**src/rtl/service_mode_ctrl.sv**
```systemverilog
// Service-mode arbiter: hands one of four services the display and push buttons.
// It waits for the service to acknowledge shutdown, or times out and flags an error.

module svc_sync_lane (
  input  logic clk,
  input  logic resetn,
  input  logic raw,
  output logic lvl
);
  logic s1;

  always_ff @(posedge clk) begin
    if (!resetn) begin
      s1  <= 1'b0;
      lvl <= 1'b0;
    end else begin
      s1  <= raw;
      lvl <= s1;
    end
  end
endmodule

module service_mode_ctrl (
  input  logic        clk,
  input  logic        resetn,
  input  logic [3:0]  spdt,
  input  logic        push_u,
  input  logic        push_d,
  input  logic        push_l,
  input  logic        push_r,
  input  logic [3:0]  finish,
  input  logic [15:0] cur_time,
  input  logic [63:0] svc_disp,
  input  logic [15:0] svc_sel,
  output logic [3:0]  srv_en,
  output logic        pu_o,
  output logic        pd_o,
  output logic        pl_o,
  output logic        pr_o,
  output logic [15:0] disp,
  output logic [3:0]  disp_sel,
  output logic        err
);
  localparam int NUM_LANES = 8;

  typedef enum logic [1:0] {IDLE, ACTIVE, CLOSE} state_t;

  logic [NUM_LANES-1:0] raw, lvl;
  logic [3:0]           spdt_s, btn_s, btn_prv, btn_rise, btn_pick, pulse_q;
  logic [3:0][15:0]     disp_a;
  logic [3:0][3:0]      sel_a;
  state_t               state, state_nx;
  logic [1:0]           owner, owner_nx, low_idx;
  logic [3:0]           cnt, cnt_nx;
  logic                 err_set;

  assign raw    = {push_r, push_l, push_d, push_u, spdt};
  assign spdt_s = lvl[3:0];
  assign btn_s  = lvl[7:4];
  assign disp_a = svc_disp;
  assign sel_a  = svc_sel;

  svc_sync_lane u_lane [NUM_LANES-1:0] (
    .clk    (clk),
    .resetn (resetn),
    .raw    (raw),
    .lvl    (lvl)
  );

  // Bit 0 (up) has the highest priority, so isolating the lowest set bit picks the winner.
  assign btn_rise = btn_s & ~btn_prv;
  assign btn_pick = btn_rise & (~btn_rise + 4'd1);
  assign {pr_o, pl_o, pd_o, pu_o} = pulse_q;

  always_comb begin
    low_idx = 2'd0;
    for (int i = 3; i >= 0; i--)
      if (spdt_s[i]) low_idx = 2'(i);
  end

  always_comb begin
    state_nx = state;
    owner_nx = owner;
    cnt_nx   = cnt;
    err_set  = 1'b0;
    case (state)
      IDLE: begin
        if (|spdt_s) begin
          state_nx = ACTIVE;
          owner_nx = low_idx;
        end
      end
      ACTIVE: begin
        if (!spdt_s[owner]) begin
          state_nx = CLOSE;
          cnt_nx   = 4'd0;
        end
      end
      CLOSE: begin
        if (finish[owner]) begin
          state_nx = IDLE;
        end else if (cnt == 4'd15) begin
          state_nx = IDLE;
          err_set  = 1'b1;
        end else begin
          cnt_nx = cnt + 4'd1;
        end
      end
      default: state_nx = IDLE;
    endcase
  end

  always_comb begin
    srv_en = 4'd0;
    if (state == ACTIVE) srv_en[owner] = 1'b1;
  end

  always_ff @(posedge clk) begin
    if (!resetn) begin
      state    <= IDLE;
      owner    <= 2'd0;
      cnt      <= 4'd0;
      err      <= 1'b0;
      btn_prv  <= 4'd0;
      pulse_q  <= 4'd0;
      disp     <= 16'd0;
      disp_sel <= 4'd0;
    end else begin
      state   <= state_nx;
      owner   <= owner_nx;
      cnt     <= cnt_nx;
      err     <= err | err_set;
      btn_prv <= btn_s;
      pulse_q <= (state == ACTIVE) ? btn_pick : 4'd0;
      if (state == ACTIVE) begin
        disp     <= disp_a[owner];
        disp_sel <= sel_a[owner];
      end else begin
        disp     <= cur_time;
        disp_sel <= 4'd0;
      end
    end
  end
endmodule

```
**config.mk**
```make
export PLATFORM = sky130hd
export DESIGN_NAME = service_mode_ctrl
export DESIGN_NICKNAME = d
export VERILOG_FILES = /design/src/rtl/service_mode_ctrl.sv
export SDC_FILE = /design/constraint.sdc
export NUM_CORES = 1
export LEC_CHECK = 0
export CORE_MARGIN = 2
export CORE_UTILIZATION = 38
export DETAILED_ROUTE_END_ITERATION = 10
export PLACE_DENSITY = 0.84
export SYNTH_ARGS = -nofsm -noshare
export SYNTH_HDL_FRONTEND = slang
export SYNTH_SLANG_ARGS = --single-unit
```
**constraint.sdc**
```tcl
create_clock -name clk -period 1.95 [get_ports clk]
set_input_delay 0.195 -clock clk [delete_from_list [all_inputs] [get_ports clk]]
set_output_delay 0.195 -clock clk [all_outputs]
set_load 0.02 [all_outputs]
```
==> run metrics <==
status complete, no violations; Die H 83.0 um; hold depth 1; final setup TNS 0 ns; Final Max Slew Viols 0; global route overflow 0; Max Root-Sink Buffers 2; endpoints failing hold 0; CTS Root Cell clkbuf_8; WP data required 2.15 ns; reg2reg end cnt[3]; crit start category register; Netlist cell types 32; hold buffers post-CTS 0; Post-Syn Area 2370 sq um; initial antenna violation count 0; I/O Pins 139; PD cells 614 nW/um^2; prevailing post-synth register cell dfxtp_1; period utilization 0.884; RSZ-0062 raised after global routing false; worst r2r src owner[1]; core box area 5990 sq um; Syn Inst Count 220; routed via count 2160; Worst-Margin Slew 0.349 ns; depth of the CTS H-tree 2; kind of critical path register to register; drt wl/cell 15.5 um; met3 Use GR 0.0577; GRT met2 Usage 0.375; Routed WL 6730 um; critical path cell sequence buf_4, mux2i_1, a22oi_2, o22a_1, o221a_1; CTS tree yes; synthesis-stage register bit count 53; post-route ant nets 0; Rel. slew slack 0.767; MaxCap Viol Count 0; critical path's top delay family compound AO/OA/AOI/OAI gates; Clock Sinks 53; via/cell ratio 4.97; I/O Buffers 138; IR drop worst, VDD 0.000375 V; most frequent cells in the layout clkdlybuf4s50_1 (134), dfxtp_1 (51), nand2_1 (37); Non-Filler Cell Area, Final 3940 sq um; r2r setup slk 0.23 ns; DR iter-0 viols 31; Final min period 1.72 ns; Pleak 1.53 nW; total power 2.42 mW; critical path fanouts, max 8; met1 usage 0.201; Worst path slowest cell dfxtp_1; most common cell after layout, fill and taps aside clkdlybuf4s50_1; FF-to-FF path depth 5; Post-Syn Nets 331; Max Clock Freq 0.580 GHz; Worst Hold Class register to register; initial core utilization 0.396; crit end category register; P&R area growth vs syn 66.1%; max incr delay on CP 0.54 ns; Final HPWL DP 5400 um; synthesis warning total 0; GPL Wtd Cong 0.835; Clock transition at path regs 0.10 ns; post-synthesis sequential area ratio 0.447; Avg Inst Size Synth 10.8 sq um; global-route wire length before repair 10700 um; # nets final 470; # DRC 0; Rows 28; final core utilization 0.658; Bufs and invs on worst path 1; async set or reset register ratio after synthesis 0; Hold Path Sink pulse_q[3]; die area 6890 sq um; First-pass DRT Iterations 4; layout cell share with drive strength beyond 1 0.119; clock latency on the worst-skew pair 0.30 ns; hold_sp btn_prv[3]; # setup viols final 0; Overall Global Routing Usage 0.197; largest net degree at the start of global routing 22; busiest grt layer met2; placed inst area 3850 sq um; via count of the first global-routing pass 2204; CP arrival 1.92 ns; die width 83.0 um; total CTS buffers 5; EDFF count, synth 0; Ant. Diodes 0; Final Skew 0.00337 ns
## state kept, by name (all words and copies together) (netlist names)
| register | flops |
|---|---|
| u_lane.lvl | 8 |
| owner | 2 |
| state | 2 |
| err | 1 |
| u_lane.s1 | 8 |
| disp | 16 |
| btn_prv | 4 |
| pulse_q | 4 |
| cnt | 4 |
| disp_sel | 4 |
## worst reg2reg max path, cell delays in order, from the launching register on
cell and delay (ns):
dfxtp_1 0.54, buf_4 0.24, mux2i_1 0.22, a22oi_2 0.13, o22a_1 0.27, o221a_1 0.22
## synth_stat cells (3+ instances only)
| master | instances | area (sq um) |
|---|---|---|
| dfxtp_1 | 53 | 1060 |
| nor2_1 | 5 | 18.8 |
| a21boi_0 | 16 | 120 |
| nor2b_1 | 7 | 43.8 |
| nor3b_1 | 3 | 22.5 |
| a21oi_1 | 4 | 20.0 |
| and2_1 | 20 | 125 |
| mux2i_1 | 3 | 30.0 |
| nand2b_1 | 4 | 25.0 |
| mux4_2 | 21 | 473 |
| buf_2 | 5 | 25.0 |
| and3_1 | 7 | 43.8 |
| clkbuf_1 | 7 | 26.3 |
| nand2_1 | 37 | 139 |
| nor3_1 | 3 | 15.0 |
| o21ai_0 | 6 | 30.0 |
## power by group
group | internal, mW | leakage, nW | switching (mW)
Clock | 0.252 | 0.0364 | 0.364
Sequential | 1.14 | 0.437 | 0.0306
Combinational | 0.405 | 1.06 | 0.226
Total | 1.80 | 1.53 | 0.621
## routing by layer
layer | vias up | wire length, um | share of wire
met5 | - | 0 | 0
met4 | 0 | 144 | 0.021
met3 | 8 | 488 | 0.072
met2 | 93 | 3610 | 0.54
met1 | 1008 | 2490 | 0.37
li1 | 1051 | - | -
## final cells by class
class                      count  area [sq um]
timing repair buffer         148          1460
multi-input combinational    150          1230
clock buffer                   5          68.8
inverter                       1          3.75
fill                         490          2050
sequential                    53          1060
tap                           75          93.8
clock inverter                 3          22.5
## kinds of logic (layout without fill, tap and decap cells)
family	after synthesis	in the layout	share of synthesized area
DFF	53	53	0.447
adders and majority gates	1	1	0.00527
AOI/OAI and AO/OA	32	32	0.0975
buffers and inverters	17	157	0.0358
and+or+nand+nor	93	93	0.202
muxes	24	24	0.212
## worst max-delay path by stage
stage / from / to / slack (ns) / cells after the start
2_1_floorplan: state[0] / srv_en[0] / 0.42 / 5
3_3_place_gp: owner[1] / srv_en[0] / 0.24 / 3
3_5_place_dp: owner[1] / cnt[3] / 0.22 / 5
4_1_cts: state[0] / srv_en[2] / 0.03 / 3
5_1_grt: owner[1] / cnt[3] / 0.10 / 5
6_report: owner[1] / cnt[3] / 0.23 / 5
## through the flow
step	hold WS, ns	setup WS (ns)	std cells
6_report	0.406	0.227	435
5_1_grt	0.422	0.101	435
4_1_cts	0.414	0.0311	435
3_5_place_dp	0.399	0.216	427
3_3_place_gp	0.381	0.242	427
2_1_floorplan	0.322	0.417	220
## what timing repair did
item	CTS	global route
gates resized for setup	3	2
endpoints found under the setup margin	4	2
setup buffers	0	0
Power figures use the tool's default switching activity.
